--- config.mk ---
export PLATFORM = sky130hd
export DESIGN_NAME = operand_loader
export DESIGN_NICKNAME = d
export VERILOG_FILES = /design/src/rtl/operand_loader.sv
export SDC_FILE = /design/constraint.sdc
export NUM_CORES = 1
export LEC_CHECK = 0
export BUFFER_PORTS_ARGS = -buffer_cell sky130_fd_sc_hd__buf_2
export CORE_MARGIN = 3
export CORE_UTILIZATION = 35
export DETAILED_ROUTE_END_ITERATION = 12
export SYNTH_ARGS = -nofsm -noshare
export SYNTH_HDL_FRONTEND = slang
export SYNTH_SLANG_ARGS = --single-unit
--- constraint.sdc ---
create_clock -name clk -period 2.84 [get_ports clk]
set_clock_uncertainty 0.1 [all_clocks]
set_input_delay 0.142 -clock clk [delete_from_list [all_inputs] [get_ports clk]]
set_output_delay 0.142 -clock clk [all_outputs]
set_load 0.01 [all_outputs]
--- src/rtl/operand_loader.sv ---
// Operand loader: takes a job command, fills vector A/B (and the ternary matrix for
// COMP_MUL) from a word stream, then starts the compute stage and holds operands until done.
package accel_pkg;
  localparam int VECTOR_WIDTH = 16;
  localparam int MATRIX_DEPTH = 4;
  localparam int VECTOR_LEN   = 16;

  typedef enum logic [1:0] {
    COMP_ADD = 2'd0,
    COMP_SUB = 2'd1,
    COMP_MUL = 2'd2,
    COMP_DOT = 2'd3
  } computation_type_t;

  typedef struct packed {
    logic [VECTOR_LEN-1:0][VECTOR_WIDTH-1:0] data;
  } vector_data_t;

  // Each row packs MATRIX_DEPTH 2-bit entries: bit 0 = enable, bit 1 = negate.
  typedef struct packed {
    logic [VECTOR_LEN-1:0][2*MATRIX_DEPTH-1:0] rows;
  } matrix_data_t;
endpackage

module operand_loader
  import accel_pkg::*;
#(
  parameter int N = 16,
  parameter int W = VECTOR_WIDTH
) (
  input  logic              clk,
  input  logic              rst_n,
  input  logic              cmd_valid,
  output logic              cmd_ready,
  input  computation_type_t cmd_type,
  input  logic              in_valid,
  output logic              in_ready,
  input  logic [W-1:0]      in_data,
  input  logic              in_last,
  output computation_type_t comp_type,
  output vector_data_t      vector_a,
  output vector_data_t      vector_b,
  output matrix_data_t      matrix_out,
  output logic              start,
  input  logic              done,
  output logic              loader_busy,
  output logic              protocol_err
);

  typedef enum logic [2:0] {IDLE, LOAD_A, LOAD_B, LOAD_M, START, WAIT} state_t;

  state_t       state, state_next;
  logic [3:0]   idx;
  logic         loading, accept, last_idx, early_end, phase_end, cmd_take;
  logic [N-1:0] wr_sel, clr_sel;

  assign loading   = (state == LOAD_A) || (state == LOAD_B) || (state == LOAD_M);
  assign accept    = in_valid && loading;
  assign last_idx  = (idx == 4'(N-1));
  assign early_end = accept && in_last && !last_idx;
  assign phase_end = accept && (in_last || last_idx);
  assign cmd_take  = cmd_valid && (state == IDLE);

  // An early in_last zeroes every element above the one being written.
  always_comb begin
    wr_sel  = '0;
    clr_sel = '0;
    for (int k = 0; k < N; k++) begin
      wr_sel[k]  = accept && (4'(k) == idx);
      clr_sel[k] = early_end && (4'(k) > idx);
    end
  end

  always_comb begin
    state_next  = state;
    cmd_ready   = 1'b0;
    in_ready    = 1'b0;
    start       = 1'b0;
    loader_busy = 1'b1;
    case (state)
      IDLE: begin
        cmd_ready   = 1'b1;
        loader_busy = 1'b0;
        if (cmd_valid) state_next = LOAD_A;
      end
      LOAD_A: begin
        in_ready = 1'b1;
        if (phase_end) state_next = LOAD_B;
      end
      LOAD_B: begin
        in_ready = 1'b1;
        if (phase_end) state_next = (comp_type == COMP_MUL) ? LOAD_M : START;
      end
      LOAD_M: begin
        in_ready = 1'b1;
        if (phase_end) state_next = START;
      end
      START: begin
        start      = 1'b1;
        state_next = WAIT;
      end
      WAIT: begin
        if (done) state_next = IDLE;
      end
      default: state_next = IDLE;
    endcase
  end

  always_ff @(posedge clk or negedge rst_n) begin
    if (!rst_n) state <= IDLE;
    else        state <= state_next;
  end

  // Operand buffers only move on a word accept or a command handshake.
  always_ff @(posedge clk or negedge rst_n) begin
    if (!rst_n) begin
      idx          <= '0;
      comp_type    <= COMP_ADD;
      vector_a     <= '0;
      vector_b     <= '0;
      matrix_out   <= '0;
      protocol_err <= 1'b0;
    end else begin
      protocol_err <= accept && (last_idx ? !in_last : in_last);
      if (cmd_take) begin
        comp_type <= cmd_type;
        idx       <= '0;
      end else if (accept) begin
        idx <= phase_end ? 4'd0 : idx + 4'd1;
      end
      for (int k = 0; k < N; k++) begin
        if (wr_sel[k] || clr_sel[k]) begin
          case (state)
            LOAD_A:  vector_a.data[k]   <= wr_sel[k] ? in_data : '0;
            LOAD_B:  vector_b.data[k]   <= wr_sel[k] ? in_data : '0;
            LOAD_M:  matrix_out.rows[k] <= wr_sel[k] ? in_data[2*MATRIX_DEPTH-1:0] : '0;
            default: ;
          endcase
        end
      end
    end
  end

endmodule

==> results.txt, run 1 <==
----------------------------------------------------
[Synthesis]
  Most numerous cell in the Yosys netlist ... dfrtp_1
  Synth Area in Compound Gates ... 22.67%
  Most common flop cell mapped by yosys ... dfrtp_1
  Share of the yosys chip area belonging to registers ... 67.73%
  Synth Warn # ... 0
  Post-synthesis simple-gate area fraction ... 4.684%
  Count of mapped cells out of synthesis ... 1,693
  Yosys reg bits ... 650
  Xor/xnor cell area share of the yosys netlist ... 0%
  Cell type with the highest aggregate area in the netlist ... dfrtp_1
  Syn_nets ... 1,722
  Share of synthesized flip-flops with an asynchronous set or reset ... 100.0%
  Combinational family with the most area after synthesis ... compound AO/OA/AOI/OAI gates
  Unique masters post-synth ... 48
  Netlist area before placement ... 24,020 um^2
  Average cell area after synthesis ... 14.19 um^2
  Leading post-synthesis cells by cell area ... dfrtp_1 68%, a22o_1 16%, o2bb2ai_1 3.8%, mux2_2 1.9%, clkbuf_1 1.4%
  Post-synthesis mux area share ... 2.001%
  Arithmetic-cell share of the synthesized area counting full adders, half adders and majority gates ... 0.2605%
  Number of enable flip-flop cells after synthesis ... 0
  Fraction of synthesized cell area taken by the top area cell type ... 67.73%
  Leading post-synthesis cells by instance count ... 650 x dfrtp_1, 450 x a22o_1, 104 x o2bb2ai_1

[Power]
  Power, Total ... 26,460 uW
  Power per Cell Area ... 843.1 nW/um^2
  Part of the total power dissipated in sequential elements ... 41.3%
  Portion of total power attributed to the clock network ... 33.8%
  Max IR drop VDD ... 0.6427 mV
  Switching pwr ... 8959 uW
  Static Leak ... 0.01673 uW
  Internal portion of total power ... 17,500 uW
  Proportion of total power due to net switching ... 33.86%
  Proportion of power drawn by combinational gates ... 24.8%

[Floorplan]
  Die width ... 267.9 um
  Vertical die dimension ... 267.9 um
  Core area ... 67,510 um^2
  Die outline area ... 71,790 um^2
  Ports ... 671
  Starting Density ... 35.57%
  # rows ... 95

[Status]
  Run status ... completed

[STA]
  Slew @ Worst Pin ... 1080 ps
  Peak clock frequency supported by timing ... 375.2 MHz
  Final critical-path share of the clock period ... 93.84%
  Worst hold slack ... 119.5 ps
  Max Transition Viols Final ... 0
  Final-report hold violation count ... 0
  Time the final worst path needs with I/O delays and setup ... 2665 ps
  Sum of negative setup slack ... 0 ps
  RSZ-0062 raised after global routing ... false
  Worst max-slew margin expressed relative to the limit ... 27.86%
  Setup violation total in the final timing report ... 0

[Drt]
  Number of DRC markers after the initial detailed-route iteration ... 1,696
  Routed length per placed instance ... 29.04 um
  Wire length after detailed routing ... 97.28 mm
  First drt pass iteration count ... 5
  Routed Antenna Nets ... 0
  Vias after detailed routing ... 19,010
  Number of remaining DRC errors ... 0
  Routed vias/inst ... 5.674

[Clock network]
  Clock sink total ... 650
  CTS tree ... done
  Max Buffers Root-to-Sink ... 3
  Buffers inserted by post-CTS timing repair ... 0
  Total number of H-tree levels ... 3
  Number of gates given a new drive strength after cts ... 0
  Number of buffers inserted during clock tree synthesis ... 71
  Clock-pin slew reported for the worst setup and hold paths after clock tree synthesis ... 60 ps
  Clock latency of the later-clocked register in the worst-skew pair ... 610 ps
  Root buffer cell ... clkbuf_16

[Setup path]
  Crit Path Class ... reg2reg
  Data required time at the worst endpoint ... 3250 ps
  Internal reg-to-reg setup slack ... 170 ps
  Critical path startpoint category ... flip-flop
  CP Capture Type ... flip-flop
  WP data arrival ... 3080 ps
  Worst-path maximum fanout ... 42

[Global route]
  GRT Resource Usage Total ... 26.42%
  Remaining global-route overflow ... 0
  Antenna violations before repair ... 1
  Largest net degree at the start of global routing ... 92
  Wire length of the first global-routing pass ... 139.1 mm
  Via count of the first global-routing pass ... 19,120

[Placed design]
  Post-DP HPWL ... 67.83 mm
  Buffers added on ports ... 670
  Dpl cells ... 3,202
  Routability Congestion ... 0.8822

[Cells and area]
  Final standard cell count with taps included and fillers excluded ... 3,350
  Number of fill cells ... 6,156
  Layout cells sized above 1 ... 39.64%
  Area overhead of the layout relative to synthesis ... 30.70%
  Antenna fix cells ... 0
  Number of nets in the finished design ... 2,454

[Flow run]
  Max-capacitance violation count ... 0

[Hold path]
  Hold/Removal Path Class ... in2async

----------------------------------------------------
==> critical path, stage by stage, from the launching register on <==
cell and delay (ps):
dfrtp_1 540, nor2_1 180, nor2_4 860, nand3_1 540, o2bb2ai_1 330
==> metrics by stage <==
| step | cell area [um^2] | setup WS, ps | util, % |
|---|---|---|---|
| 2_1_floorplan | 24020 | 525.4 | - |
| 3_3_place_gp | 28920 | 390.9 | 42.84 |
| 3_5_place_dp | 28920 | 190.0 | 42.84 |
| 4_1_cts | 31390 | 207.3 | 46.49 |
| 5_1_grt | 31390 | 6.257 | 46.49 |
| 6_report | 31390 | 174.9 | 46.49 |
==> timing repair <==
item / 4_1_cts / 5_1_grt
setup endpoints to repair: 0 / 0
hold buffers: 23 / 0
endpoints found under the hold margin: 590 / 0
==> layout by cell type (no fill, tap or decap), types with 17 or more instances in the layout <==
master | synthesis | routed
nand2_1 | 64 | 64
o21ai_0 | 20 | 20
nand3_1 | 17 | 17
nand2b_1 | 26 | 26
buf_4 | 0 | 102
buf_2 | 47 | 669
dlygate4sd3_1 | 0 | 22
nor2_2 | 2 | 19
a22o_1 | 450 | 450
a32o_1 | 31 | 31
clkbuf_1 | 87 | 18
mux2_2 | 40 | 40
o2bb2ai_1 | 104 | 104
and2_1 | 22 | 21
dfrtp_1 | 650 | 650
nor2_1 | 41 | 17
clkbuf_16 | 0 | 72
==> state kept, by name, indices dropped and copies added, names as in the netlist <==
register	count
comp_type	2
idx	4
matrix_out	128
protocol_err	1
state	3
vector_a	256
vector_b	256
==> path summary, 6_finish.rpt <==
check / from / end / depth (start not counted)
max: state[0]$_DFFE_PN0P_ / matrix_out[118]$_DFFE_PN0P_ / 4
min: rst_n / matrix_out[37]$_DFFE_PN0P_ / 3
max reg2reg: state[0]$_DFFE_PN0P_ / matrix_out[118]$_DFFE_PN0P_ / 4
min reg2reg: matrix_out[68]$_DFFE_PN0P_ / matrix_out[68]$_DFFE_PN0P_ / 2
max in group asynchronous: rst_n / vector_a[147]$_DFFE_PN0P_ / 4
min in group clk: cmd_type[1] / comp_type[1]$_DFFE_PN0P_ / 3
==> kinds of logic after synthesis <==
group | count (synthesis)
multiplexers | 42
AND/OR/NAND/NOR | 210
buffers and inverters | 150
flip-flops | 650
AO/OA/AOI/OAI | 636
adder cells (fa/ha/maj) | 5
==> cell type report <==
type	count	area, um^2	area share (%)
clock buffer	103	2048	6.526
sequential	650	16270	51.82
clock inverter	22	176.4	0.5621
inverter	6	22.52	0.07175
tap	873	1092	3.480
timing repair buffer	803	4529	14.43
multi-input combinational	893	7253	23.11
==> power groups by stage <==
stage | clock (uW) | sequential [uW] | combinational (uW)
4_1_cts | 9120 | 10900 | 6590
3_3_place_gp | 0 | 11000 | 6470
3_5_place_dp | 0 | 11000 | 6560
5_1_grt | 9490 | 11100 | 7000
6_report | 8960 | 10900 | 6570
2_1_floorplan | 0 | 11400 | 2760
==> routing by layer <==
| metal | global-route usage (%) | share of wire, % | vias up |
|---|---|---|---|
| li1 | - | - | 7931 |
| met1 | 34.70 | 41 | 9940 |
| met2 | 43.33 | 48 | 975 |
| met3 | 7.114 | 8.5 | 162 |
| met4 | 7.413 | 2.8 | 0 |
| met5 | 0 | 0 | - |
No activity file was read; power rests on OpenSTA's default activity.
==> run 2: changes to the inputs <==
- CORE_AREA: unset -> 3 3 261 263
- CORE_MARGIN: 3 -> unset
- CORE_UTILIZATION: 35 -> unset
- DIE_AREA: unset -> 0 0 264 266
- PLACE_DENSITY: unset -> 0.63
==> run 2 against run 1 <==
  * Utilization rose by 1.2 points
  * Cell area barely moved
  * First-iteration DRC count fell by 5.9%
  * Non-clock buffer count fell by 7
  * Routed wire length rose by 1.2%
  * Clock power rose by 2.5%
  * Flip-flop and latch count did not move
  * Worst setup slack improved by 11 ps
  * Worst hold slack got worse by 100 ps
  * Global-route usage rose by 0.96 points
  * Fmax rose by 0.41%
  * Critical path type unchanged
  * Largest power group unchanged
==> results.txt, run 2 (synthesis results as in run 1) <==
----------------------------------------------------
[Drt]
  Routed vias/inst ... 5.784 (+1.9%)
  First drt pass iteration count ... 5 (unchanged)
  Number of DRC markers after the initial detailed-route iteration ... 1,596 (-5.9%)
  Number of remaining DRC errors ... 0 (unchanged)
  Routed Antenna Nets ... 0 (unchanged)
  Wire length after detailed routing ... 98.46 mm (+1.2%)
  Vias after detailed routing ... 19,250 (+1.3%)
  Routed length per placed instance ... 29.58 um (+1.9%)

[Floorplan]
  Core area ... 65,860 um^2 (-2.4%)
  Die outline area ... 70,220 um^2 (-2.2%)
  Starting Density ... 36.46% (+0.89 points)
  # rows ... 94 (-1.1%)
  Vertical die dimension ... 266 um (-0.73%)
  Die width ... 264 um (-1.5%)
  Ports ... 671 (unchanged)

[Global route]
  GRT Resource Usage Total ... 27.38% (+0.96 points)
  Via count of the first global-routing pass ... 19,640 (+2.8%)
  Remaining global-route overflow ... 0 (unchanged)
  Wire length of the first global-routing pass ... 142.3 mm (+2.3%)
  Antenna violations before repair ... 0 (-1)
  Largest net degree at the start of global routing ... 107 (+16%)

[STA]
  Setup violation total in the final timing report ... 0 (unchanged)
  Worst max-slew margin expressed relative to the limit ... 27.21% (-0.64 points)
  Slew @ Worst Pin ... 1092 ps (+12.20 ps)
  Final-report hold violation count ... 0 (unchanged)
  RSZ-0062 raised after global routing ... false
  Sum of negative setup slack ... 0 ps (unchanged)
  Max Transition Viols Final ... 0 (unchanged)
  Worst hold slack ... 18.00 ps (-101.5 ps)
  Time the final worst path needs with I/O delays and setup ... 2654 ps (-10.92 ps)
  Final critical-path share of the clock period ... 93.46% (-0.38 points)
  Peak clock frequency supported by timing ... 376.8 MHz (+0.41%)

[Placed design]
  Post-DP HPWL ... 69.00 mm (+1.7%)
  Buffers added on ports ... 670 (unchanged)
  Routability Congestion ... 0.9106 (+3.2%)

[Cells and area]
  Most frequent cells in the layout ... 669 x buf_2, 647 x dfrtp_1, 450 x a22o_1
  Number of nets in the finished design ... 2,446 (-0.33%)
  Antenna fix cells ... 0 (unchanged)
  Layout cells sized above 1 ... 39.43% (-0.21 points)
  Registers with the highest flip-flop counts ... vector_a (256), vector_b (256), matrix_out (128)
  Most common cell after layout, fill and taps aside ... buf_2
  Area overhead of the layout relative to synthesis ... 30.68% (about the same)
  Number of fill cells ... 5,925 (-3.8%)

[Setup path]
  Chain of cells forming the critical path ... buf_4 -> and3_1 -> inv_1 -> ha_1 -> nand2b_1 -> a21o_1 -> o21ai_0 -> dlygate4sd3_1
  R2r worst-path depth ... 8 (+4)
  CP Capture Type ... flip-flop
  CP max stage delay ... 560 ps (-300 ps)
  WP data arrival ... 3090 ps (about the same)
  Cell type of the slowest stage on the worst timing path ... dlygate4sd3_1
  Worst-path maximum fanout ... 15 (-64%)
  Crit Path Class ... reg2reg
  Internal reg-to-reg setup slack ... 190 ps (about the same)
  Startpoint of the lowest-slack register-to-register path ... idx[2]$_DFFE_PN0P_
  Critical path startpoint category ... flip-flop
  Cell family with the largest share of critical-path delay ... buffers and inverters
  Data required time at the worst endpoint ... 3280 ps (+30 ps)
  Worst path buffer plus inverter count ... 3 (+3)
  Reg2Reg Capture Point ... state[2]$_DFFE_PN0P_

[Clock network]
  Total number of H-tree levels ... 3 (unchanged)
  Clock-pin slew reported for the worst setup and hold paths after clock tree synthesis ... 60 ps (about the same)
  Max Buffers Root-to-Sink ... 3 (unchanged)
  Root buffer cell ... clkbuf_16
  Number of buffers inserted during clock tree synthesis ... 70 (-1.4%)
  Clock latency of the later-clocked register in the worst-skew pair ... 610 ps (about the same)
  CTS tree ... done
  Clock sink total ... 650 (unchanged)

[Power]
  Power per Cell Area ... 850.6 nW/um^2 (+0.89%)
  Max IR drop VDD ... 0.7065 mV (+9.9%)
  Static Leak ... 0.01668 uW (-0.26%)
  Power, Total ... 26,700 uW (+0.88%)

[Status]
  Run status ... completed

[Hold path]
  Hold/Removal Path Class ... in2async

[Flow run]
  Max-capacitance violation count ... 0 (unchanged)

----------------------------------------------------
==> run 2: cell count changes in the layout (fill, tap and decap cells not counted), moves of 3 or more <==
| cell | previous run | this run |
|---|---|---|
| buf_4 | 102 | 95 |
| bufinv_16 | 0 | 3 |
| clkinv_2 | 13 | 5 |
| dfrtp_1 | 650 | 647 |
| dfrtp_2 | 0 | 3 |
| inv_6 | 5 | 1 |
==> run 2: cell type report <==
type | instances | area (um^2) | share of cell area (%)
Sequential cell | 650 | 16270 | 51.84
Timing Repair Buffer | 796 | 4457 | 14.20
Clock inverter | 15 | 221.5 | 0.7057
Multi-Input combinational cell | 893 | 7257 | 23.12
Inverter | 6 | 22.52 | 0.07176
Clock buffer | 105 | 2076 | 6.614
Tap cell | 864 | 1081 | 3.445
==> run 2: worst max path at each step <==
stage / slack [ps] / depth (start not counted) / start / end
4_1_cts: 100 / 8 / idx[2]$_DFFE_PN0P_ / state[2]$_DFFE_PN0P_
3_3_place_gp: 360 / 5 / idx[2]$_DFFE_PN0P_ / vector_a[127]$_DFFE_PN0P_
2_1_floorplan: 530 / 10 / idx[0]$_DFFE_PN0P_ / state[0]$_DFFE_PN0P_
3_5_place_dp: 320 / 4 / state[1]$_DFFE_PN0P_ / vector_a[236]$_DFFE_PN0P_
6_report: 190 / 8 / idx[2]$_DFFE_PN0P_ / state[2]$_DFFE_PN0P_
5_1_grt: 60 / 8 / idx[2]$_DFFE_PN0P_ / state[2]$_DFFE_PN0P_
==> run 2: repair_timing <==
action	in CTS	in global routing
endpoints found under the setup margin	0	1
hold buffers	24	0
hold endpoints to repair	581	0
setup buffers	0	0
gates resized for setup	0	3
==> run 2: worst register-to-register path: cells and delay by family (launching register included) <==
kind                       cells  cell delay (ps)
DFF                            1              510
and+or+nand+nor                2              460
AOI/OAI and AO/OA              2              330
buffers and inverters          3              920
adders and majority gates      1              290
==> run 2: routing by layer <==
metal / up-vias / global-route usage [%] / part of all wire (%)
met1: 10080 / 36.67 / 41
met3: 178 / 6.372 / 8.7
met5: - / 0 / 0
met2: 1086 / 43.64 / 47
li1: 7909 / - / -
met4: 0 / 10.28 / 3.6
==> run 2: power by group <==
part	internal, uW	total [uW]	switching, uW
clock	5350	9180	3830
combinational	2170	6550	4380
sequential	10300	11000	687
total	17800	26700	8900
==> run 2: through the flow <==
stage	area (um^2)	std cells	worst slack, ps	util [%]
2_1_floorplan	24020	1693	525.4	-
3_3_place_gp	28840	3185	359.6	43.79
3_5_place_dp	28840	3185	316.7	43.79
4_1_cts	31380	3329	95.99	47.64
5_1_grt	31380	3329	60.63	47.65
6_report	31380	3329	185.8	47.65
